===== src/rtl/mem_arbiter.sv =====
// Shares the single-port data memory between instruction fetch and load/store.
// Load/store wins by default; a starvation counter hands fetch the port after STARVE_LIMIT losses.
module mem_arbiter #(
   parameter int DATA_WIDTH   = 32,
   parameter int STARVE_LIMIT = 4
) (
   input  logic                  clk,
   input  logic                  rst_n,
   input  logic                  i_req_valid,
   output logic                  i_req_ready,
   input  logic [31:0]           i_req_addr,
   output logic                  i_rsp_valid,
   output logic [DATA_WIDTH-1:0] i_rsp_rdata,
   output logic                  i_rsp_err,
   input  logic                  d_req_valid,
   output logic                  d_req_ready,
   input  logic                  d_req_we,
   input  logic [31:0]           d_req_addr,
   input  logic [DATA_WIDTH-1:0] d_req_wdata,
   output logic                  d_rsp_valid,
   output logic [DATA_WIDTH-1:0] d_rsp_rdata,
   output logic                  d_rsp_err,
   output logic                  mem_write_enable,
   output logic [31:0]           mem_address,
   output logic [DATA_WIDTH-1:0] mem_write_data,
   input  logic [DATA_WIDTH-1:0] mem_read_data
);

   localparam logic [3:0] LIMIT = 4'(STARVE_LIMIT);

   logic [3:0] starve_cnt;
   logic       fetch_priority;
   logic       i_grant;
   logic       d_grant;
   logic       i_misaligned;
   logic       d_misaligned;

   assign i_misaligned = (i_req_addr[1:0] != 2'b00);
   assign d_misaligned = (d_req_addr[1:0] != 2'b00);

   // The counter value at the start of the cycle alone decides whether fetch overrides data.
   assign fetch_priority = (starve_cnt == LIMIT);
   assign d_grant        = d_req_valid && !(i_req_valid && fetch_priority);
   assign i_grant        = i_req_valid && !d_grant;

   assign i_req_ready = i_grant;
   assign d_req_ready = d_grant;

   always_comb begin
      mem_write_enable = 1'b0;
      mem_address      = '0;
      mem_write_data   = '0;
      if (d_grant) begin
         mem_address      = d_req_addr;
         mem_write_data   = d_req_wdata;
         mem_write_enable = d_req_we && !d_misaligned;
      end else if (i_grant) begin
         mem_address = i_req_addr;
      end
   end

   // Counts consecutive cycles a waiting fetch loses; a dropped or served fetch starts over.
   always_ff @(posedge clk or negedge rst_n) begin
      if (!rst_n) begin
         starve_cnt <= '0;
      end else if (!i_req_valid || i_grant) begin
         starve_cnt <= '0;
      end else if (starve_cnt != LIMIT) begin
         starve_cnt <= starve_cnt + 4'd1;
      end
   end

   // Responses trail the grant by one cycle; a port without a grant sees all-zero response fields.
   always_ff @(posedge clk or negedge rst_n) begin
      if (!rst_n) begin
         i_rsp_valid <= 1'b0;
         i_rsp_err   <= 1'b0;
         i_rsp_rdata <= '0;
         d_rsp_valid <= 1'b0;
         d_rsp_err   <= 1'b0;
         d_rsp_rdata <= '0;
      end else begin
         i_rsp_valid <= i_grant;
         i_rsp_err   <= i_grant && i_misaligned;
         i_rsp_rdata <= (i_grant && !i_misaligned) ? mem_read_data : '0;
         d_rsp_valid <= d_grant;
         d_rsp_err   <= d_grant && d_misaligned;
         d_rsp_rdata <= (d_grant && !d_req_we && !d_misaligned) ? mem_read_data : '0;
      end
   end

endmodule


===== config.mk =====
export PLATFORM = sky130hd
export DESIGN_NAME = mem_arbiter
export DESIGN_NICKNAME = d
export VERILOG_FILES = /design/src/rtl/mem_arbiter.sv
export SDC_FILE = /design/constraint.sdc
export NUM_CORES = 1
export LEC_CHECK = 0
export CAP_MARGIN = 40
export CELL_PAD_IN_SITES_DETAIL_PLACEMENT = 1
export CELL_PAD_IN_SITES_GLOBAL_PLACEMENT = 2
export CORE_UTILIZATION = 18
export DETAILED_ROUTE_END_ITERATION = 7
export PLACE_DENSITY_LB_ADDON = 0.1
export SKIP_LAST_GASP = 1
export SLEW_MARGIN = 20
export SYNTH_ARGS = -nofsm -noshare
export SYNTH_HDL_FRONTEND = slang
export SYNTH_SLANG_ARGS = --single-unit
export TNS_END_PERCENT = 100

===== constraint.sdc =====
create_clock -name clk -period 4.05 [get_ports clk]
set_clock_uncertainty 0.15 [all_clocks]
set_input_delay 1.0125 -clock clk [delete_from_list [all_inputs] [get_ports clk]]
set_output_delay 1.0125 -clock clk [all_outputs]
set_load 0.02 [all_outputs]

==> After elaboration in Yosys (flattened, before gate mapping) <==
Cells that the tools add are included.
{ "op_classes": {"addsub": 1, "muxes": 8, "shift": 0, "n_lt_le_gt_ge": 0, "div": 0, "eq_ne": 2, "multipliers": 0, "bitwise_logic": 0, "n_reduce_logical": 19} }
{ "ops": {"columns": ["cell", "count"], "rows": [
  ["$mux W32", 5],
  ["$logic_and A1 B1 Y1", 9],
  ["$mux W4", 2],
  ["$logic_not A1 Y1", 6],
  ["$reduce_bool A2 Y1", 3],
  ["$add A4 B1 Y4 const B", 1],
  ["$eq A4 B3 Y1 const B", 1],
  ["$ne A4 B3 Y1 const B", 1],
  ["$logic_or A1 B1 Y1", 1],
  ["$mux W1", 1]
]} }
{ "word_totals": {"romBits": 0, "latch_bits": 0, "ram_bits": 0, "register_bits": 72, "n_memories": 0} }

==> Depth between registers and ports, before layout <==
{ "depth": {"word_depth": 8, "mapped_depth": 7, "mapped_depth_nobuf": 5} }

==> Worst setup path before layout <==
Ideal clock, no wire load.
{ "synth_timing": {"path_type": "input port to output port", "from": "input i_req_valid", "to": "output mem_address[10]", "arrival_time_ps": 2222, "slack_ps": 665, "t_required_ps": 2888, "path_buffers": 3, "path_stages": 6, "path_cell_list": "buf_4 and4b_4 nor2_4 buf_6 buf_6 mux2i_1"} }
{ "synth_via": {"elab_chain_cells": 7} }
{ "synth_rtl": {"columns": ["item", "line", "text"], "rows": [
  ["start, declared", "9", "input logic i_req_valid,"],
  ["$logic_and A1 B1 Y1", "43", "assign d_grant = d_req_valid && !(i_req_valid && fetch_priority);"],
  ["$logic_not A1 Y1", "43", null],
  ["$logic_and A1 B1 Y1", "43", null],
  ["$logic_not A1 Y1", "44", "assign i_grant = i_req_valid && !d_grant;"],
  ["$logic_and A1 B1 Y1", "44", null],
  ["$mux W32", "57", "end else if (i_grant) begin"],
  ["$mux W32 (*)", "53", "if (d_grant) begin"],
  ["end, declared", "24", "output logic [31:0] mem_address,"]
]} }
Every way passes the cells marked *; elsewhere a longest branch is shown, timed or not.

==> Final worst setup path <==
{ "layout_timing": {"from": "input i_req_valid", "to": "output mem_write_data[19]"} }
{ "layout_via": {"elab_chain_cells": 4} }
{ "layout_rtl": {"columns": ["item", "line", "text"], "rows": [
  ["$logic_and A1 B1 Y1", "43", null],
  ["$logic_not A1 Y1", "43", null],
  ["$logic_and A1 B1 Y1", "43", null],
  ["$mux W32", "53", null],
  ["end, declared", "25", "output logic [DATA_WIDTH-1:0] mem_write_data,"]
]} }
Every way passes these cells.

==> impl_metrics.tcl <==
set metrics [dict create \
    outcome "complete, no violations" \
    fin_crit_ns 3.95 \
    dieArea_mm2 0.0186 \
    p_int_w 0.00146 \
    drtPass1Iterations 2 \
    yosys_warnings 0 \
    stdcell_count 808 \
    cts_htree_levels 3 \
    syn_nets 442 \
    netlist.area_leader.share_pct 55.5 \
    total_leakage_power_nw 3.60 \
    regToRegSetupSlack_ns 2.16 \
    dieWidth_um 136 \
    clock_power_share_pct 40.9 \
    drt_iter0_drc 68 \
    synth_edf_count 0 \
    slew_viol_final 0 \
    synth-main-ff-cell "dfrtp_1" \
    grt_max_degree 43 \
    gp_congestion 0.701 \
    cts_tree "built" \
    hpwl_um 9640 \
    pwr_density_cell_mw_per_mm2 297 \
    ys_top_cells_by_area "dfrtp_1 56%, and2_1 12%, mux2i_1 9.9%" \
    synth_commonest_cells "72 x dfrtp_1, 64 x and2_1, 35 x inv_1" \
    rows 48 \
    crit_required_ns 2.89 \
    syn-cell-area_mm2 0.00325 \
    grtUsageTotal_pct 13.5 \
    drt-total-wl_um 12500 \
    layout-drive-gt1-share_pct 5.84 \
    seq_area_frac_synth_pct 55.5 \
    finalSetupTns_ns 0 \
    wl_per_cell_um 15.5 \
    portBuffers 267 \
    timing.slew.headroom_pct 69.0 \
    cts_inserted_buffers 9 \
    fin_nets 712 \
    synthMostInstantiatedCell "dfrtp_1" \
    grt_antenna_before_repair 0 \
    period_share_pct 97.6 \
    fmax_mhz 253 \
    area_growth_pct 103 \
    tightestPinTransition_ns 0.465 \
    critical_path_arrival_ns 2.79 \
    clockBufferDepth 2 \
    pwr-share-seq_pct 37.8 \
    die_h_um 136 \
    comb_power_share_pct 21.3 \
    ys_ff_latch 72 \
    grt_pass1_vias 3488 \
    hold_violations 0 \
    hold_class "register to register" \
    ant_nets 0 \
    io_pins 268 \
    start_util_pct 18.6 \
    root_buffer "clkbuf_16" \
    avgSynthCellArea_um2 10.6 \
    timing.critical_path.to_type "primary output" \
    path_clk_slew_ns 0.06 \
    vias 3186 \
    worstSetupPathType "input pin to primary output" \
    drc_errors 0 \
    swShare_pct 25.4 \
    cts.sinks 72 \
    core_mm2 0.0175 \
    holdWs_ns 0.346 \
    max-cap-violations 0 \
    async_reset_ff_share_pct 100 \
    post-place-cells 789 \
    ir_drop_mv 0.164 \
    syn_inst 307 \
    clk_latency_ns 0.33 \
    setup_viol 0 \
    startpoint_type "input pin" \
    vias_per_cell 3.94 \
    synth_cell_type_count 25 \
    power.switching_w 0.000496 \
    rsz0062_at_grt "yes" \
    yosysTopAreaCell "dfrtp_1" \
    overflow 0 \
    grt_pass1_wl_um 18600 \
    worstPathMaxFanout 21 \
]
final timing paths:
check	endpoint	cells after the start	startpoint
setup / recovery	mem_write_data[19]	6	i_req_valid
hold / removal	starve_cnt[0]$_DFFE_PN0P_	1	starve_cnt[0]$_DFFE_PN0P_
setup reg to reg	d_rsp_rdata[11]$_DFF_PN0_	7	starve_cnt[0]$_DFFE_PN0P_
hold reg to reg	starve_cnt[0]$_DFFE_PN0P_	1	starve_cnt[0]$_DFFE_PN0P_
max in group asynchronous	d_rsp_err$_DFF_PN0_	2	rst_n
min in group asynchronous	i_rsp_rdata[14]$_DFF_PN0_	1	rst_n
critical path, cell delays in order:
cell	delay [ns]
clkdlybuf4s50_1	0.45
and4b_4	0.24
nor2_4	0.18
buf_12	0.18
and2_1	0.13
clkdlybuf4s50_1	0.59
cell usage in the layout (no fill, tap or decap), types with 2 or more instances in the layout:
cell	Yosys	layout
buf_12	0	3
dfrtp_1	72	72
dlymetal6s2s_1	0	31
clkinv_2	0	2
buf_4	1	9
and3_1	33	33
clkdlybuf4s50_1	0	202
ha_1	2	2
clkbuf_16	0	10
clkinv_4	0	2
mux2i_1	32	32
nand2_1	32	32
inv_1	35	35
nor2_1	4	3
nand3_1	2	2
dlygate4sd2_1	0	33
and2_1	64	64
cell type report:
| type | count | area [µm²] |
|---|---|---|
| antenna | 1 | 2.50 |
| clock buffer | 10 | 239 |
| clock inverter | 6 | 66.3 |
| fill | 1959 | 10900 |
| inverter | 35 | 131 |
| multi-input combinational | 180 | 1210 |
| sequential | 72 | 1800 |
| tap | 225 | 282 |
| timing repair buffer | 279 | 2850 |
per-stage QoR:
stage / utilization, % / total power, W / instance area (µm²) / setup slack [ns]
after floorplan: - / 0.000907 / 3250 / 0.665
after global routing: 37.6 / 0.00205 / 6580 / -0.00491
after CTS: 37.0 / 0.00199 / 6470 / 0.0115
after detailed placement: 35.5 / 0.00119 / 6200 / -0.110
after global placement: 35.4 / 0.00119 / 6180 / -0.0389
final: 37.7 / 0.00195 / 6580 / 0.0977
power by group through the flow:
| stage | Clock (W) | Sequential [W] | Combinational (W) |
|---|---|---|---|
| after floorplan | 0 | 0.000766 | 0.000141 |
| after global placement | 0 | 0.000749 | 0.000438 |
| after detailed placement | 0 | 0.000750 | 0.000441 |
| after CTS | 0.000828 | 0.000737 | 0.000424 |
| after global routing | 0.000867 | 0.000738 | 0.000448 |
| final | 0.000799 | 0.000737 | 0.000416 |
what timing repair did:
item,4_1_cts,5_1_grt
buffers inserted,0,1
gates resized for setup,33,31
gates cloned,0,1
setup endpoints to repair,33,33
pin swaps,0,1
hold buffers,0,0
routing by layer:
layer,global-route usage [%],part of all wire [%]
met5,0,0
met4,4.63,1.4
met3,5.59,9.9
met1,14.4,36
met2,23.7,52
sequential cells by signal, summed over array words and instances (netlist names):
name / flops
i_rsp_err: 1
d_rsp_rdata: 32
i_rsp_valid: 1
d_rsp_valid: 1
i_rsp_rdata: 32
d_rsp_err: 1
starve_cnt: 4
kinds of logic (layout without fill, tap and decap cells):
logic type	Yosys count	in the layout	share of synthesized area, %
adders and majority gates	2	2	0.771
DFF	72	72	55.5
xor gates and xnor gates	2	2	0.540
other	0	1	0
buffers and inverters	55	330	7.59
muxes	32	32	9.87
and+or+nand+nor	142	142	25.1
AOI/OAI and AO/OA	2	2	0.578
Note: power is estimated with default switching activity, not from simulation.
